`config.mk`:
```
export PLATFORM = sky130hd
export DESIGN_NAME = pc_sequencer
export DESIGN_NICKNAME = d
export VERILOG_FILES = /design/src/rtl/pc_sequencer.sv
export SDC_FILE = /design/constraint.sdc
export NUM_CORES = 1
export LEC_CHECK = 0
export CORE_MARGIN = 4
export CORE_UTILIZATION = 45
export CTS_BUF_LIST = sky130_fd_sc_hd__clkbuf_16
export CTS_CLUSTER_DIAMETER = 120
export DETAILED_ROUTE_END_ITERATION = 8
export HOLD_SLACK_MARGIN = 0.05
export PLACE_DENSITY = 0.67
export SYNTH_ARGS = -nofsm -noshare
export SYNTH_HDL_FRONTEND = slang
export SYNTH_SLANG_ARGS = --single-unit
export TNS_END_PERCENT = 1
```
`constraint.sdc`:
```
create_clock -name i_clk -period 3.4 [get_ports i_clk]
set_input_delay 0.51 -clock i_clk [delete_from_list [all_inputs] [get_ports i_clk]]
set_output_delay 0.51 -clock i_clk [all_outputs]
set_load 0.02 [all_outputs]
```
`src/rtl/pc_sequencer.sv`:
```
// Next-PC generator for the 20-bit PC register: boot vector, increment, stall hold and
// redirects (branch/jump/call/return), with a fetch valid/ready handshake and a circular RAS.
module pc_sequencer #(
    parameter logic [19:0] RESET_VECTOR = 20'h00000,
    parameter logic [19:0] INC_STEP     = 20'd1,
    parameter int          RAS_DEPTH    = 4
) (
    input  logic        i_clk,
    input  logic        i_reset,
    input  logic [19:0] i_pc_cur,
    output logic [19:0] o_pc_next,
    output logic        o_fetch_valid,
    input  logic        i_fetch_ready,
    input  logic        i_branch_en,
    input  logic [19:0] i_branch_off,
    input  logic        i_jump_en,
    input  logic [19:0] i_jump_addr,
    input  logic        i_call_en,
    input  logic        i_ret_en,
    output logic        o_ras_empty,
    output logic        o_ras_full,
    output logic        o_ras_err
);

    localparam int PW = $clog2(RAS_DEPTH);
    localparam int CW = PW + 1;

    typedef enum logic [1:0] {BOOT, RUN, STALL, FLUSH} state_t;

    state_t        r_state;
    state_t        w_state_next;
    logic [19:0]   r_ras [RAS_DEPTH];
    logic [PW-1:0] r_wp;
    logic [CW-1:0] r_count;
    logic [CW-1:0] w_count_next;
    logic          r_ras_err;
    logic          r_empty;
    logic          r_full;

    logic          w_active;
    logic          w_ret_take;
    logic          w_ret_bad;
    logic          w_call_take;
    logic          w_redirect;
    logic          w_count_full;
    logic [PW-1:0] w_top_idx;
    logic [19:0]   w_pc_inc;

    assign w_active     = (r_state == RUN) || (r_state == STALL);
    assign w_count_full = (r_count == CW'(RAS_DEPTH));
    // A return on an empty stack is not a redirect; lower-priority requests still apply.
    assign w_ret_take   = w_active && i_ret_en && (r_count != '0);
    assign w_ret_bad    = w_active && i_ret_en && (r_count == '0);
    assign w_call_take  = w_active && !w_ret_take && i_call_en;
    assign w_redirect   = w_ret_take || (w_active && (i_call_en || i_jump_en || i_branch_en));
    assign w_top_idx    = r_wp - PW'(1);
    assign w_pc_inc     = i_pc_cur + INC_STEP;

    always_comb begin
        o_pc_next     = RESET_VECTOR;
        o_fetch_valid = 1'b0;
        w_state_next  = r_state;
        case (r_state)
            BOOT: begin
                w_state_next = RUN;
            end
            RUN, STALL: begin
                if (w_redirect) begin
                    w_state_next = FLUSH;
                    if (w_ret_take)
                        o_pc_next = r_ras[w_top_idx];
                    else if (i_call_en || i_jump_en)
                        o_pc_next = i_jump_addr;
                    else
                        o_pc_next = i_pc_cur + i_branch_off;
                end else begin
                    o_fetch_valid = 1'b1;
                    if (i_fetch_ready) begin
                        o_pc_next    = w_pc_inc;
                        w_state_next = RUN;
                    end else begin
                        o_pc_next    = i_pc_cur;
                        w_state_next = STALL;
                    end
                end
            end
            FLUSH: begin
                o_pc_next    = i_pc_cur;
                w_state_next = RUN;
            end
            default: begin
                w_state_next = BOOT;
            end
        endcase
        if (!i_reset) begin
            o_pc_next     = RESET_VECTOR;
            o_fetch_valid = 1'b0;
            w_state_next  = BOOT;
        end
    end

    // Count saturates at RAS_DEPTH: an overflowing push just overwrites the oldest slot.
    always_comb begin
        w_count_next = r_count;
        if (w_ret_take)
            w_count_next = r_count - CW'(1);
        else if (w_call_take && !w_count_full)
            w_count_next = r_count + CW'(1);
    end

    always_ff @(posedge i_clk) begin
        if (!i_reset) begin
            r_state   <= BOOT;
            r_wp      <= '0;
            r_count   <= '0;
            r_ras_err <= 1'b0;
            r_empty   <= 1'b1;
            r_full    <= 1'b0;
        end else begin
            r_state   <= w_state_next;
            r_count   <= w_count_next;
            r_ras_err <= w_ret_bad || (w_call_take && w_count_full);
            r_empty   <= (w_count_next == '0);
            r_full    <= (w_count_next == CW'(RAS_DEPTH));
            if (w_ret_take)
                r_wp <= r_wp - PW'(1);
            else if (w_call_take)
                r_wp <= r_wp + PW'(1);
        end
    end

    always_ff @(posedge i_clk) begin
        if (i_reset && w_call_take)
            r_ras[r_wp] <= w_pc_inc;
    end

    assign o_ras_empty = r_empty;
    assign o_ras_full  = r_full;
    assign o_ras_err   = r_ras_err;

endmodule
```
==> results.py, run 1 <==
metrics = {
    "worst_setup_path": {
        "reg2reg_depth": 9,
        "r2r-end": "r_ras[1][17]",
        "crit_arrival_ns": 2.89,
        "rrSetupSlack_ns": 1.25,
        "worstSetupPathType": "input pin to primary output",
        "reg2reg_from": "r_count[0]",
        "critPathLaunchType": "input pin",
        "crit_start": "i_branch_off[8]",
        "critPathRequiredTime_ns": 2.89,
        "crit_fanout": 4,
        "cp-end-kind": "primary output",
        "endpoint": "o_pc_next[12]",
    },
    "synth": {
        "yosysTopAreaCell": "edfxtp_1",
        "synthArstFlopShare_pct": 0,
        "synth_mux_area_share_pct": 8.04,
        "yosysWarnings": 0,
        "synth_top_family_by_area": "compound AO/OA/AOI/OAI gates",
        "syn_avg_cell_area_um2": 10.4,
        "synth-compound-area-share_pct": 19.1,
        "syn-num-nets": 673,
        "ys_seq_elements": 90,
        "syn_area_mm2": 0.00599,
        "synth_seq_area_share_pct": 43.5,
        "ys_top_cells_by_area": "edfxtp_1 (40%), mux4_2 (7.5%), ha_1 (6.1%)",
        "synthCells": 576,
        "synth_edf_count": 80,
        "yosys.area_share.adder_pct": 6.39,
        "synth_top_area_share_pct": 40.1,
        "synth_simple_gate_area_share_pct": 14.2,
        "synth_xor_area_share_pct": 5.27,
        "postSynth.topFlopCell": "edfxtp_1",
        "synth.distinct_cells": 71,
    },
    "die": {
        "die-area_mm2": 0.0152,
        "fp.dieH_um": 123,
        "num_io_pins": 91,
        "std_cell_rows": 41,
        "initial_core_util_pct": 46.7,
        "die-width_um": 123,
        "core_mm2": 0.0128,
    },
    "sta": {
        "worstMarginPinSlew_ns": 0.517,
        "skew_ns": 0.00581,
        "fin_crit_sh_pct": 99.9,
        "hold_violations": 0,
        "drv_slew": 0,
        "whs_ns": 0.582,
        "grt_setup_unrepaired": "true",
        "fmax_ghz": 0.294,
        "relSlewSlack_pct": 65.2,
        "min_period_ns": 3.40,
        "setup_viol": 0,
    },
    "min_path": {
        "worst_hold_startpoint": "r_count[0]",
        "hold_class": "flop to flop",
    },
    "cells_and_area": {
        "fin_nets": 895,
        "ff_latch_area_mm2": 0.00260,
        "area_growth_pct": 43.8,
        "drive_gt1_share_pct": 31.8,
        "antenna_cells": 0,
        "fillers": 1044,
        "finalNonFillerCells": 975,
        "multi_input_area_mm2": 0.00341,
    },
    "global_routing": {
        "grtUsageTotal_pct": 26.6,
        "grt_pass1_vias": 5707,
        "antenna_found_initial": 0,
        "grt_start_max_net_pins": 23,
        "grt_pass1_wl_mm": 30.5,
        "overflow": 0,
    },
    "cts": {
        "numCtsBuffers": 9,
        "cts_max_level": 3,
        "clk-insertion-delay-late_ns": 0.34,
        "cts_root_buf": "clkbuf_16",
        "cts_tree": "built",
        "cts_buffer_depth": 2,
        "clkTransAtPathRegs_ns": 0.06,
        "cts.sinks": 90,
    },
    "place": {
        "dpl.cell_count": 958,
        "gp_congestion": 0.962,
        "port_buffers": 90,
        "dp_hpwl_mm": 15.1,
    },
    "routing": {
        "wl_mm": 19.8,
        "vias": 5606,
        "ant_nets": 0,
        "drcViolationCount": 0,
        "wl_per_cell_um": 20.3,
        "dr.pass1.iters": 5,
        "vias_per_cell": 5.75,
        "first_iter_violations": 490,
    },
    "pwr": {
        "peakVddDrop_v": 0.000563,
        "leakagePower_uw": 0.00341,
        "power_density_mw_per_mm2": 500,
    },
    "outcome": {
        "status": "completed",
    },
    "run": {
        "maxCapViolations": 0,
    },
}
==> power breakdown <==
group | switching [µW] | internal [µW]
clock network | 390 | 643
logic | 1020 | 927
registers | 37.2 | 1290
total | 1440 | 2860
==> cell type report <==
cell class                 instances  share of cell area [%]
clock buffer                       9                    2.62
clock inverter                     7                    1.06
inverter                          19                   0.828
multi-input combinational        437                    39.7
sequential                        90                    30.2
tap                              172                    2.50
timing repair buffer             241                    23.1
==> cells in the final DEF (no fill, tap or decap), types with 4 or more instances in the layout <==
cell | netlist | final
buf_4 | 2 | 152
edfxtp_1 | 80 | 80
clkdlybuf4s50_1 | 0 | 59
nand2_1 | 54 | 54
a21oi_1 | 50 | 42
o21ai_0 | 44 | 37
nor2_1 | 36 | 34
mux4_2 | 20 | 20
ha_1 | 29 | 20
inv_1 | 19 | 19
xnor2_1 | 19 | 18
xor2_1 | 17 | 17
nand3_1 | 16 | 15
nor3_1 | 12 | 12
nand4_1 | 10 | 10
and3_1 | 10 | 10
clkbuf_16 | 0 | 9
buf_2 | 7 | 9
dfxtp_1 | 10 | 9
o21ai_1 | 4 | 8
o211ai_1 | 8 | 8
ha_4 | 0 | 8
and2_1 | 8 | 7
a22oi_1 | 7 | 7
a211oi_1 | 7 | 7
a21oi_2 | 0 | 6
nand2b_1 | 6 | 6
a21o_1 | 6 | 6
dlygate4sd2_1 | 0 | 6
dlymetal6s2s_1 | 0 | 5
nor2_2 | 2 | 4
o21a_1 | 4 | 4
a31oi_1 | 4 | 4
o21bai_1 | 4 | 4
clkbuf_2 | 0 | 4
==> kinds of logic (layout without fill, tap and decap cells) <==
family | count (synthesis) | count (layout)
fa+ha+maj | 30 | 30
xor+xnor | 36 | 36
flops | 90 | 90
simple gates | 174 | 174
compound gates | 174 | 174
mux | 23 | 23
buf+inv | 49 | 276
==> flip-flops by register name, summed over array words and instances (netlist names) <==
| name | cells |
|---|---|
| o_ras_err | 1 |
| r_count | 3 |
| r_wp | 2 |
| r_ras | 80 |
| r_state | 2 |
| o_ras_empty | 1 |
| o_ras_full | 1 |
==> routing by layer <==
metal  track usage, %  share of wire, %  wire [µm]
met4             9.69               2.5        491
met5                0                 0          0
met2             43.8                47       9310
met1             36.0                43       8540
met3             3.75               7.3       1450
==> Yosys cell counts (3+ instances only) <==
library cell  count
a211oi_1          7
a21o_1            6
a21oi_1          50
a221o_1           3
a221oi_1          5
a22o_1            3
a22oi_1           7
a31oi_1           4
and2_1            8
and3_1           10
buf_1             4
buf_2             7
clkbuf_1         15
dfxtp_1          10
edfxtp_1         80
ha_1             29
inv_1            19
mux4_2           20
nand2_1          54
nand2b_1          6
nand3_1          16
nand4_1          10
nor2_1           36
nor3_1           12
nor4_1            3
o211ai_1          8
o21a_1            4
o21ai_0          44
o21ai_1           4
o21bai_1          4
o31ai_1           3
xnor2_1          19
xor2_1           17
==> worst min-delay path by stage <==
stage                  to  slack [ns]  depth (start not counted)
2_1_floorplan  r_count[1]        0.56                          2
3_3_place_gp   r_count[0]        0.59                          2
3_5_place_dp   r_count[0]        0.60                          2
4_1_cts        r_count[0]        0.58                          2
5_1_grt        r_count[0]        0.62                          2
6_report       r_count[0]        0.58                          2
==> worst max-delay path, cell delays in order <==
cell and delay [ns]:
clkdlybuf4s50_1 0.45, ha_4 0.32, buf_4 0.12, nand2_1 0.07, a221oi_2 0.28, a221oi_2 0.10, buf_4 0.17, o21ai_0 0.20
xor2_1 0.17, a21oi_1 0.10, a21oi_1 0.20, buf_4 0.18
==> metrics by stage <==
stage	total power [µW]	instance area (µm²)	util (%)	setup TNS [ns]	worst slack (ns)
finish	4300	8610	67.1	0	0.00357
global route	4560	8610	67.1	-0.769	-0.120
CTS	4300	8560	66.7	-0.256	-0.0970
detailed placement	3220	8100	63.2	-11.56	-0.940
global placement	3190	8100	63.2	-11.23	-0.937
floorplan	2420	5990	-	0	0.0598
==> what timing repair did <==
item / in CTS / in global routing
endpoints found under the setup margin: 20 / 19
hold buffers: 0 / 0
pin swaps: 16 / 11
gates resized for setup: 100 / 39
cloned: 0 / 0
buffers inserted: 1 / 0
No activity file was read; power rests on OpenSTA's default activity.
==> run 2: changes to the inputs <==
Settings changed: ABC_CLOCK_PERIOD_IN_PS set to 3400.
==> results of run 2 <==
Final layout, timing and power as in run 1 (identical DEF).
